[src/rtl/mem_stage_sram_ctrl.sv]
// mem_stage_sram_ctrl
// MEM-stage controller that feeds the MEM->WB register. Each load or store
// is performed as two 16-bit SRAM accesses (low half, then high half). Each
// half is held on the SRAM bus for WAIT_CYCLES cycles. While a transaction
// is in flight, ready is held low to stall the pipeline.
//
// Ports
//   clk, rst                      clock; asynchronous active-low reset
//   wbEnIn, memREnIn, memWEnIn    EX->MEM control
//   aluResIn, valRmIn, destIn     EX->MEM address/result, store data, dest reg
//   wbEnOut, memREnOut,
//   aluResOut, destOut            combinational pass-through to MEM->WB
//   memDataOut                    assembled 32-bit load data (held until next load)
//   ready                         high = pipeline may advance
//   sram_addr, sram_wdata,
//   sram_oe, sram_we_n            SRAM half-word bus, write strobe active-low
//   sram_rdata                    SRAM read data
//
// state | meaning
// IDLE  | waiting for a load/store; ready high when no request is present
// LOW   | low half-word access at {word, 0}
// HIGH  | high half-word access at {word, 1}
// DONE  | one-cycle ready pulse; memDataOut is valid here for loads
module mem_stage_sram_ctrl #(
    parameter int          WAIT_CYCLES = 5,
    parameter logic [31:0] ADDR_BASE   = 32'd1024
) (
    input  logic        clk,
    input  logic        rst,
    input  logic        wbEnIn,
    input  logic        memREnIn,
    input  logic        memWEnIn,
    input  logic [31:0] aluResIn,
    input  logic [31:0] valRmIn,
    input  logic [3:0]  destIn,
    output logic        wbEnOut,
    output logic        memREnOut,
    output logic [31:0] aluResOut,
    output logic [31:0] memDataOut,
    output logic [3:0]  destOut,
    output logic        ready,
    output logic [17:0] sram_addr,
    output logic [15:0] sram_wdata,
    output logic        sram_oe,
    output logic        sram_we_n,
    input  logic [15:0] sram_rdata
);

    localparam int CW = (WAIT_CYCLES > 1) ? $clog2(WAIT_CYCLES) : 1;
    localparam logic [CW-1:0] CNT_LAST = CW'(WAIT_CYCLES - 1);

    typedef enum logic [1:0] {IDLE, LOW, HIGH, DONE} state_t;

    state_t        state, stateNext;
    logic [CW-1:0] cnt;
    logic [16:0]   addrWord;
    logic [31:0]   valRmLat;
    logic          opWrite;
    logic [15:0]   rdLo;
    logic          memReq;
    logic          lastCycle;
    logic [16:0]   wordIn;

    assign wbEnOut   = wbEnIn;
    assign memREnOut = memREnIn;
    assign aluResOut = aluResIn;
    assign destOut   = destIn;

    assign memReq    = memREnIn | memWEnIn;
    assign lastCycle = (cnt == CNT_LAST);
    // Byte address relative to the SRAM window, mapped to a 32-bit word index.
    assign wordIn    = 17'((aluResIn - ADDR_BASE) >> 2);

    always_comb begin
        stateNext = state;
        case (state)
            IDLE: if (memReq)    stateNext = LOW;
            LOW:  if (lastCycle) stateNext = HIGH;
            HIGH: if (lastCycle) stateNext = DONE;
            DONE:                stateNext = IDLE;
            default:             stateNext = IDLE;
        endcase
    end

    always_ff @(posedge clk or negedge rst) begin
        if (!rst) begin
            state      <= IDLE;
            cnt        <= '0;
            addrWord   <= '0;
            valRmLat   <= '0;
            opWrite    <= 1'b0;
            rdLo       <= '0;
            memDataOut <= '0;
        end else begin
            state <= stateNext;
            if (stateNext != state || state == IDLE || state == DONE) begin
                cnt <= '0;
            end else begin
                cnt <= cnt + CW'(1);
            end

            // Transaction parameters are frozen here so the pipeline inputs
            // may change freely while the access is in flight.
            if (state == IDLE && memReq) begin
                addrWord <= wordIn;
                valRmLat <= valRmIn;
                opWrite  <= memWEnIn;
            end

            if (state == LOW && lastCycle && !opWrite) begin
                rdLo <= sram_rdata;
            end
            if (state == HIGH && lastCycle && !opWrite) begin
                memDataOut <= {sram_rdata, rdLo};
            end
        end
    end

    always_comb begin
        sram_addr  = '0;
        sram_wdata = '0;
        sram_oe    = 1'b0;
        sram_we_n  = 1'b1;
        case (state)
            LOW: begin
                sram_addr = {addrWord, 1'b0};
                if (opWrite) begin
                    sram_we_n  = 1'b0;
                    sram_oe    = 1'b1;
                    sram_wdata = valRmLat[15:0];
                end
            end
            HIGH: begin
                sram_addr = {addrWord, 1'b1};
                if (opWrite) begin
                    sram_we_n  = 1'b0;
                    sram_oe    = 1'b1;
                    sram_wdata = valRmLat[31:16];
                end
            end
            default: ;
        endcase
    end

    assign ready = (state == IDLE && !memReq) || (state == DONE);

endmodule
[config.mk]
export PLATFORM = sky130hd
export DESIGN_NAME = mem_stage_sram_ctrl
export DESIGN_NICKNAME = d
export VERILOG_FILES = /design/src/rtl/mem_stage_sram_ctrl.sv
export SDC_FILE = /design/constraint.sdc
export NUM_CORES = 1
export LEC_CHECK = 0
export ABC_CLOCK_PERIOD_IN_PS = 3500
export BUFFER_PORTS_ARGS = -buffer_cell sky130_fd_sc_hd__buf_2
export CAP_MARGIN = 20
export CORE_AREA = 2 2 116 146
export CTS_CLUSTER_SIZE = 14
export DETAILED_ROUTE_END_ITERATION = 7
export DIE_AREA = 0 0 118 148
export SYNTH_ARGS = -nofsm -noshare
export SYNTH_HDL_FRONTEND = slang
export SYNTH_SLANG_ARGS = --single-unit
[constraint.sdc]
create_clock -name clk -period 3.5 [get_ports clk]
set_input_delay 0.35 -clock clk [delete_from_list [all_inputs] [get_ports clk]]
set_output_delay 0.35 -clock clk [all_outputs]
set_load 0.02 [all_outputs]
Word level (Yosys, flattened, before mapping)

Cells that the tools add are included.
W data, S select, Z words.

Register bits: 103
Input bits: 89
Output and inout bits: 107
Logic and storage cells: 41

Add/sub/neg operators: 2
Equality and inequality tests: 5
Multiplexer cells: 13
Bitwise logic cells: 1
Reduce and logical (&&, ||, !) cells: 13

Operators with widths:

| kind                     | number |
|---|---|
| $pmux W18 S2             | 1 |
| $mux W16                 | 2 |
| $pmux W16 S2             | 1 |
| $sub A19 B11 Y19 const B | 1 |
| $pmux W2 S4              | 1 |
| $logic_and A1 B1 Y1      | 6 |
| $mux W2                  | 3 |
| $eq A2 B2 Y1 const B     | 2 |
| $mux W1                  | 4 |
| $add A3 B1 Y3 const B    | 1 |
| $eq A3 B3 Y1 const B     | 1 |
| $logic_or A1 B1 Y1       | 3 |
| $mux W3                  | 1 |
| $eq A2 B1 Y1 const B     | 1 |
| $logic_not A1 Y1         | 2 |
| $logic_not A2 Y1         | 1 |
| $ne A2 B2 Y1             | 1 |
| $reduce_or A2 Y1         | 1 |
| $or A1 B1 Y1             | 1 |

Logic depth before layout (Yosys ltp)

Gate-level depths: netlist of run 1.

Word-level depth: 7
Gate-level depth with buffers: 8

Worst setup path after synthesis of run 1

Ideal clock, no wire load.

Kind: register to output
From: register state[0]
To: output sram_wdata[0]
Data arrival time: 1688 ps
Slack: 1462 ps
Stages on the path, launching flop included: 7
Buffers on the path: 2
Cell sequence: dfrtp_1 -> inv_1 -> ha_1 -> clkbuf_1 -> clkbuf_1 -> a22oi_1 -> nor2_1

Cells in the longest elaborated chain, start to end: 2

RTL lines:

| item                                         | line | source |
|---|---|---|
| from (decl)                                  | 54   | `state_t state, stateNext;` |
| from (signal assigned)                       | 95   | `state <= stateNext;` |
| $eq A2 B2 Y1 or $eq A2 B1 Y1 (tied branches) | 124  | `case (state)` |
| $pmux W16 S2 *                               | 124  |  |
| to (decl)                                    | 43   | `output logic [15:0] sram_wdata,` |

Mark *: on every way between the ends. The rest lies on a longest branch, timed or not.

Worst setup path after layout of run 1

From: register state[1]
To: output sram_addr[13]

Cells in the longest elaborated chain, start to end: 2

RTL lines:

| item                                         | line | source |
|---|---|---|
| $eq A2 B2 Y1 or $eq A2 B1 Y1 (tied branches) | 124  |  |
| $pmux W18 S2 *                               | 124  |  |
| to (decl)                                    | 42   | `output logic [17:0] sram_addr,` |

Marked as above.

==> metrics.txt, run 1 <==
crit path time final=2800 ps; mux contribution to synthesized area=0.114; Post-Synth Adder-Cell Area=0.0211; layout cells sized above 1=0.398; register area share after synthesis=0.544; grt ovf=0; Critical-path top delay cell=nor2b_1; crit-path max FO=17; post-DP HPWL=7590 um; Final setup viols=0; Post-Synth XOR/XNOR Area=0.00555; number of stages on the worst setup path=5; CP delay by family, top=simple AND/OR/NAND/NOR gates; dpl cell area=around 5500 um^2; vias in the first global route=about 3400; Clock Pin Slew Worst Setup and Hold Paths=~70 ps; Post-CTS Setup Bufs=0; kind of critical path=reg -> out; FF-to-FF Start=state[1]; Synth area leaders=dfrtp_1 54%, mux2_2 11%, nand2_1 10%, buf_4 6.0%, a22oi_1 2.5%; Synth Net Count=554; CTS H-Tree Depth=3; io pins=196; Static Leakage=a little under 0.003 uW; number of remaining DRC errors=0; crit start category=register; final worst path period share=0.800; via count=around 3500; Max Clock Skew=10.7 ps; arrival time worst endpoint=~2500 ps; Slew Viols, Final=0; initial antenna violation count=0; Placeable Area=around 16000 um^2; Mapped Cells=roughly 460; RSZ-0062 raised after global routing=no; flops & latches, synth=approximately 100; Power Density=roughly 760 nW/um^2; Tightest Pin Transition=about 1000 ps; Yosys top cell area share=0.544; worst reg2reg path depth=5; initial DRC count=about 260; Synth Area in Simple Gates=0.167; CTS tree=done; post-route cell area=between 5000 and 6000 um^2; final WL=about 11000 um; Pre-antenna DRT Iters=4; Compound-Gate Fraction of Synth Area=0.0639; drt wl/cell=13.6 um; flop2flop setup slack=1350 ps; final setup TNS=0 ps; clk_lat worst skew=340 ps; clock sink total=slightly above 100; Slew Limit Headroom=0.324; post-route ant nets=0; crit path to=sram_addr[13]; area leader, netlist=dfrtp_1; Synth cell types=35; hold_sp=valRmIn[14]; clock root buffer=clkbuf_16; row cnt=52; Chip Height=between 100 and 150 um; worst path cell trace=inv_1, ha_1, nor2b_1, and2_1, buf_2; die area=17500 um^2; largest family of logic cells by synthesized area=simple AND/OR/NAND/NOR gates; CP startpoint=state[1]; syn avg cell area=between 10 and 15 um^2; global-route wire length before repair=about 17000 um; port bufs=between 150 and 200; Hold Crit Depth=3; Area Overhead vs Synth=22.7%; routability cong.=~0.73; vias per cell=between 4 and 5; initial core utilization=0.295; Final Hold Fails=0; Max Cap Viol=0; Chip Width=between 100 and 150 um; CP Buf/Inv Count=2; Worst R2R End=addrWord[16]; cts bufs inserted=9; worst-case vdd ir drop=about 0.33 mV; status=completed; clk buf depth=2; fmax=357 MHz; Hold/Removal Path Class=in -> reg; Synth Cell Area=4740 um^2; yosys warns=0; Inserted Diodes=0; largest net degree at the start of global routing=84; GRT Total Usage=0.126; Max stage delay on crit path=roughly 800 ps; Nets=roughly 670; CP endpoint kind=output pin; Worst Path Required=roughly 3200 ps
-- worst min-delay path by stage --
stage	endpoint	slack, ps
after floorplan	addrWord[0]	50
after global placement	cnt[0]	450
after detailed placement	addrWord[4]	460
after CTS	valRmLat[14]	170
after global routing	valRmLat[5]	180
final	valRmLat[14]	190
-- timing repair --
| item | 4_1_cts | 5_1_grt |
|---|---|---|
| gates resized for setup | 0 | 0 |
| endpoints found under the hold margin | 0 | 15 |
| hold buffers | 0 | 1 |
-- power by group --
group,switching [uW],internal (uW)
sequential,223,1610
clock,432,621
combinational,974,585
-- flip-flops by register name, summed over array words and instances, names as in the netlist --
| register | count |
|---|---|
| addrWord | 17 |
| valRmLat | 32 |
| memDataOut | 32 |
| state | 2 |
| cnt | 3 |
| opWrite | 1 |
| rdLo | 16 |
-- kinds of logic (layout without fill, tap and decap cells) --
logic type               count (synthesis)  in the layout
AO/OA/AOI/OAI                           44             44
AND/OR/NAND/NOR                        184            184
buffers and inverters                   67            185
adder cells (fa/ha/maj)                  8              8
multiplexers                            48             48
XOR/XNOR                                 3              3
flip-flops                             103            103
-- area by class of cell --
type	count	area [um^2]
fillers	1638	10300
flip-flops and latches	103	2580
multi-input cells	287	1770
repair buffers	162	853
well taps	216	270
clock buffers	9	225
clock inverters	6	86.3
inverters	8	30.0
-- Yosys cell counts --
cell type / number
and4b_1: 1
nor3b_1: 2
nor2b_1: 1
buf_2: 6
a31oi_1: 5
or3_1: 3
mux2_2: 48
or3b_4: 1
clkbuf_1: 11
a21boi_0: 1
a211oi_1: 3
or4_1: 2
and3b_1: 1
o21ai_1: 1
o32ai_1: 1
o21a_1: 1
xnor2_1: 3
ha_1: 8
nor2_1: 22
buf_1: 4
and2_1: 17
or2_2: 1
or4_4: 1
nand2_1: 131
o31ai_1: 3
inv_1: 8
a21o_1: 1
o21ai_0: 8
buf_4: 38
a22oi_1: 16
dfrtp_1: 103
o31a_1: 1
a21oi_1: 2
a2111o_1: 1
nand2b_1: 1
-- cells in the final DEF (no fill, tap or decap), types with 2 or more instances in the layout --
cell type / netlist / routed
a211oi_1: 3 / 3
a21oi_1: 2 / 2
a22oi_1: 16 / 16
a31oi_1: 5 / 5
and2_1: 17 / 17
buf_2: 6 / 154
buf_4: 38 / 6
bufinv_16: 0 / 2
clkbuf_16: 0 / 9
clkinv_2: 0 / 2
dfrtp_1: 103 / 103
ha_1: 8 / 8
inv_1: 8 / 8
mux2_2: 48 / 48
nand2_1: 131 / 131
nor2_1: 22 / 22
nor3b_1: 2 / 2
o21ai_0: 8 / 8
o31ai_1: 3 / 3
or3_1: 3 / 3
or4_1: 2 / 2
xnor2_1: 3 / 3
-- worst reg2reg max path, cell delays in order, from the launching register on --
cell,delay [ps]
dfrtp_1,460
inv_1,120
ha_1,370
o21a_2,850
nor2_1,110
a31oi_1,170
-- per-layer routing --
| layer | global-route usage | vias up | share of wire |
|---|---|---|---|
| met5 | 0 | - | 0 |
| met4 | 0.0566 | 0 | 0.020 |
| met1 | 0.161 | 1679 | 0.44 |
| met2 | 0.201 | 135 | 0.46 |
| met3 | 0.0316 | 16 | 0.072 |
| li1 | - | 1694 | - |
-- per-stage QoR --
| stage | hold WS, ps | cells | worst slack, ps | power, uW | utilization |
|---|---|---|---|---|---|
| finish | 187 | 791 | 699 | 4440 | 0.362 |
| floorplan | 54.4 | 457 | 1460 | 2940 | - |
| global route | 181 | 791 | 517 | 4780 | 0.362 |
| CTS | 174 | 789 | 631 | 4510 | 0.359 |
| global placement | 454 | 774 | 1240 | 3370 | 0.340 |
| detailed placement | 460 | 774 | 1010 | 3430 | 0.340 |
(Power assumes the default switching activity.)
==> run 2: changes to the inputs <==
- ABC_CLOCK_PERIOD_IN_PS: 3500 -> 2400
- clock period: 3.5 -> 2.4 ns (I/O delays scaled with it)
==> run 2 against run 1 <==
Core utilization is 0.31 points higher. Critical path depth stayed put. Sequential power is 45% higher. Sequential share of layout area is 0.38 points lower. Largest cell class unchanged. Clock skew is 3.0 ps lower. Total power is 47% higher. Design area is 0.86% higher. Non-clock buffer count is 5 higher. First-iteration DRC count is 27% lower. Routed wire length is 2.2% higher.
==> metrics.txt, run 2 (same netlist as run 1, synthesis figures left out) <==
Int Power=4060 uW (+44%); post-route ant nets=0 (unchanged); Clock Pin Slew Worst Setup and Hold Paths=80 ps (about the same); Hold/Removal Path Class=in -> reg; RSZ-0062 raised after global routing=no; Pre-antenna DRT Iters=4 (unchanged); FF-to-FF Start=state[0]; CTS H-Tree Depth=3 (unchanged); Multi-input gate area=1770 um^2 (+0.14%); Slew Viols, Final=0 (unchanged); Chip Height=148 um (unchanged); Register Area=2580 um^2 (unchanged); Max Clock Skew=7.70 ps (-2.97 ps); crit path time final=around 2200 ps; fmax=approximately 450 MHz; worst-case vdd ir drop=0.460 mV (+41%); number of remaining DRC errors=0 (unchanged); Tightest Pin Transition=624 ps (-387 ps); crit-path max FO=9 (-8); Placeable Area=16100 um^2 (unchanged); CP startpoint=state[0]; Regs by FF count=memDataOut: 32 flops, valRmLat: 32 flops, addrWord: 17 flops; Seq pwr share=0.406 (-0.006); clk buf depth=2 (unchanged); crit path to=ready; Max Cap Viol=0 (unchanged); Slew Limit Headroom=0.582 (+0.258); Nets=673 (+0.75%); kind of critical path=reg -> out; via count=3561 (+1.0%); Sw Ratio=0.379 (+0.0121); Static Leakage=0.00298 uW (+0.94%); GRT Total Usage=0.129 (+0.00310); Clk pwr share=0.224 (-0.013); most common cell after layout, fill and taps aside=buf_2; initial core utilization=0.295 (unchanged); largest net degree at the start of global routing=104 (+24%); Final setup viols=0 (unchanged); vias per cell=4.47 (+0.29%); cts bufs inserted=9 (unchanged); CTS tree=done; final WL=11000 um (+2.2%); row cnt=52 (unchanged); most frequent cells in the layout=154 x buf_2, 131 x nand2_1, 103 x dfrtp_1; Worst Path Required=2160 ps (-990 ps); arrival time worst endpoint=1980 ps (-470 ps); initial antenna violation count=0 (unchanged); Post-CTS Setup Bufs=0 (unchanged); Inserted Diodes=0 (unchanged); Area Overhead vs Synth=23.8%; pre-CTS setup slack=491 ps (-524 ps); layout cells sized above 1=0.406 (+0.00794); hold_sp=valRmIn[16]; final worst path period share=0.927; grt ovf=0 (unchanged); clk_lat worst skew=350 ps (about the same); Power Density=1110 nW/um^2 (+46%); port bufs=155 (unchanged); die area=17500 um^2 (unchanged); Finished Core Util=0.365 (+0.00311); Overall Power=6540 uW (+47%); Final Hold Fails=0 (unchanged); clock root buffer=clkbuf_16; Chip Width=118 um (unchanged); post-DP HPWL=7860 um (+3.5%); initial DRC count=190 (-27%); clock sink total=103 (unchanged); drt wl/cell=13.8 um (+1.4%); Final WS setup=176 ps (-523 ps); status=completed; vias in the first global route=3562 (+3.6%); io pins=196 (unchanged); fillers=1639 (+0.061%); CP endpoint kind=output pin; Worst R2R End=addrWord[11]; routability cong.=0.714 (-2.6%); global-route wire length before repair=17900 um (+2.9%); crit start category=register; final setup TNS=0 ps (unchanged); sw power=2480 uW (+52%); Comb power frac=0.369 (+0.018); worst reg2reg path depth=5 (unchanged); flop2flop setup slack=540 ps (-810 ps)
run 2: through the flow:
step | hold WS (ps) | std cells | area [um^2]
detailed placement | 356 | 780 | 5560
global route | 65.8 | 797 | 5860
finish | 75.2 | 797 | 5860
global placement | 350 | 779 | 5530
floorplan | -55.6 | 457 | 4740
CTS | 59.9 | 797 | 5860
run 2: power groups by stage:
stage / Sequential, uW / Clock, uW / Combinational (uW)
6_report: 2660 / 1470 / 2410
5_1_grt: 2740 / 1580 / 2710
4_1_cts: 2660 / 1520 / 2470
3_5_place_dp: 2690 / 0 / 2460
3_3_place_gp: 2660 / 0 / 2350
2_1_floorplan: 2630 / 0 / 1660
run 2: repair_timing:
item / 4_1_cts / 5_1_grt
resized for setup: 0 / 1
hold buffers: 1 / 0
endpoints found under the hold margin: 103 / 0
setup endpoints to repair: 0 / 17
run 2: layout make-up:
| class | count | area share |
|---|---|---|
| flip-flops and latches | 103 | 0.440 |
| clock buffers | 10 | 0.0408 |
| repair buffers | 167 | 0.156 |
| multi-input cells | 287 | 0.303 |
| well taps | 216 | 0.0461 |
| clock inverters | 6 | 0.00981 |
| inverters | 8 | 0.00512 |
run 2: worst max-delay path, cell delays in order, from the launching register on:
cell,delay (ps)
dfrtp_1,420
inv_1,160
ha_1,390
nor3b_1,340
or2_2,170
buf_2,160
run 2: per-layer routing:
metal	global-route usage	part of all wire	vias up
met4	0.0530	0.018	0
li1	-	-	1707
met5	0	0	-
met1	0.168	0.46	1707
met2	0.204	0.46	133
met3	0.0332	0.065	14
run 2: worst min-delay path by stage:
stage,end,slack (ps),cells after the start
6_report,valRmLat[16],80,3
5_1_grt,valRmLat[7],70,3
4_1_cts,valRmLat[30],60,3
3_5_place_dp,rdLo[15],360,2
3_3_place_gp,memDataOut[31],350,2
2_1_floorplan,addrWord[0],-60,0
==> run 3: changes to the inputs <==
- ABC_CLOCK_PERIOD_IN_PS: 2400 -> 2450
- clock period: 2.4 -> 2.45 ns (I/O delays scaled with it)
==> run 3 against run 2 <==
Clock skew about the same. Largest power group unchanged. Flip-flop and latch count unchanged. Worst setup slack got worse by 13 ps. Sequential power about the same. Sequential share of layout area shrank 0.13 points. Highest routed layer unchanged. Worst hold slack improved by 9.7 ps. Register-to-register slack got worse by 60 ps. Total power decreased by 0.64%. Core utilization increased by 0.11 points. Clock-buffer cell count unchanged. First-iteration DRC count down 8.9%.
==> metrics.txt, run 3 (same netlist as run 1, synthesis figures left out) <==
clk buf depth=2 (unchanged); Area Overhead vs Synth=24.1%; Critical-path top delay cell=dfrtp_1; post-DP HPWL=7970 um (+1.4%); Pre-antenna DRT Iters=4 (unchanged); largest net degree at the start of global routing=44 (-58%); cts bufs inserted=9 (unchanged); Max Clock Skew=7.46 ps (-0.238 ps); worst path cell trace=inv_1, ha_2, nor2_1, nor2b_1, buf_4, and2_1, buf_2; Multi-input gate area=1780 um^2 (+0.28%); post-route ant nets=0 (unchanged); Clock Pin Slew Worst Setup and Hold Paths=70 ps (about the same); Worst Path Required=2200 ps (+40 ps); initial antenna violation count=1 (+1); Final setup viols=0 (unchanged); Register Area=2580 um^2 (unchanged); crit-path max FO=17 (+8); Regs by FF count=memDataOut: 32 flops, valRmLat: 32 flops, addrWord: 17 flops; Chip Height=148 um (unchanged); vias per cell=4.45 (-0.45%); port bufs=155 (unchanged); CP endpoint kind=output pin; number of remaining DRC errors=0 (unchanged); final WL=10900 um (-0.70%); vias in the first global route=3606 (+1.2%); routability cong.=0.707 (-1.0%); Slew Limit Headroom=0.439 (-0.143); Max stage delay on crit path=480 ps (+60 ps); Static Leakage=0.00298 uW (about the same); clk_lat worst skew=350 ps (about the same); most frequent cells in the layout=154 x buf_2, 130 x nand2_1, 103 x dfrtp_1; via count=3545 (-0.45%); initial DRC count=173 (-8.9%); Placeable Area=16100 um^2 (unchanged); Max Cap Viol=0 (unchanged); hold_ws=84.9 ps (+9.71 ps); crit start category=register; layout cells sized above 1=0.407 (+0.000700); final setup TNS=0 ps (unchanged); worst-case vdd ir drop=0.618 mV (+34%); io pins=196 (unchanged); global-route wire length before repair=18200 um (+1.7%); Chip Width=118 um (unchanged); crit path time final=about 2300 ps; Slew Viols, Final=0 (unchanged); die area=17500 um^2 (unchanged); status=completed; arrival time worst endpoint=2040 ps (+60 ps); kind of critical path=reg -> out; fillers=1637 (-0.12%); clock sink total=103 (unchanged); grt ovf=0 (unchanged); GRT Total Usage=0.130 (+0.00172); Nets=672 (-0.15%); most common cell after layout, fill and taps aside=buf_2; RSZ-0062 raised after global routing=no; drt wl/cell=13.7 um (-0.70%); CTS H-Tree Depth=3 (unchanged); clock root buffer=clkbuf_16; initial core utilization=0.295 (unchanged); Hold/Removal Path Class=in -> reg; fmax=about 440 MHz; Post-CTS Setup Bufs=0 (unchanged); Tightest Pin Transition=838 ps (+214 ps); Final Hold Fails=0 (unchanged); CTS tree=done; Finished Core Util=0.366 (+0.00109); final worst path period share=0.934; row cnt=52 (unchanged); Power Density=1100 nW/um^2 (-0.93%)
==> run 3: layout make-up <==
type,instances,share of cell area
sequential,103,0.438
multi-input combinational,287,0.302
clock inverter,6,0.0157
inverter,8,0.00511
tap,216,0.0459
timing repair buffer,166,0.153
antenna,1,0.000425
clock buffer,10,0.0389
==> run 3: path summary, 6_finish.rpt <==
path | start | to | slack (ps) | cells after the start
setup / recovery | state[1] | sram_addr[11] | 160 | 7
hold / removal | valRmIn[26] | valRmLat[26] | 80 | 3
setup reg to reg | state[0] | memDataOut[2] | 480 | 6
hold reg to reg | addrWord[3] | addrWord[3] | 470 | 2
max in group asynchronous | rst | memDataOut[24] | 1320 | 3
min in group asynchronous | rst | memDataOut[15] | 440 | 2
==> run 3: through the flow <==
step                worst slack, ps  cell area, um^2  cells  power, uW
floorplan                       517             4740    457       4200
global placement                471             5540    779       4890
detailed placement              389             5540    779       4990
CTS                            48.5             5870    796       6580
global route                   42.6             5880    796       7000
finish                          162             5880    797       6490
==> run 3: metal layers <==
metal / track usage / part of all wire / vias to the layer above / routed length (um)
li1: - / - / 1708 / -
met1: 0.166 / 0.46 / 1684 / 5020
met2: 0.210 / 0.46 / 137 / 4960
met3: 0.0336 / 0.066 / 16 / 721
met4: 0.0554 / 0.018 / 0 / 195
met5: 0 / 0 / - / 0
==> run 3: power by group <==
part	switching, uW	internal [uW]
Sequential	336	2290
Clock	643	905
Combinational	1400	917
==> run 3: critical path, delay by kind of cell, from the launching register on <==
kind,cells,cell delay [ps]
simple gates,3,480
fa+ha+maj,1,260
buf+inv,3,460
flops,1,480
==> run 3: what timing repair did <==
| action | CTS | global route |
|---|---|---|
| endpoints found under the setup margin | 1 | 18 |
| resized for setup | 1 | 2 |
| hold buffers | 1 | 0 |
| endpoints found under the hold margin | 38 | 0 |
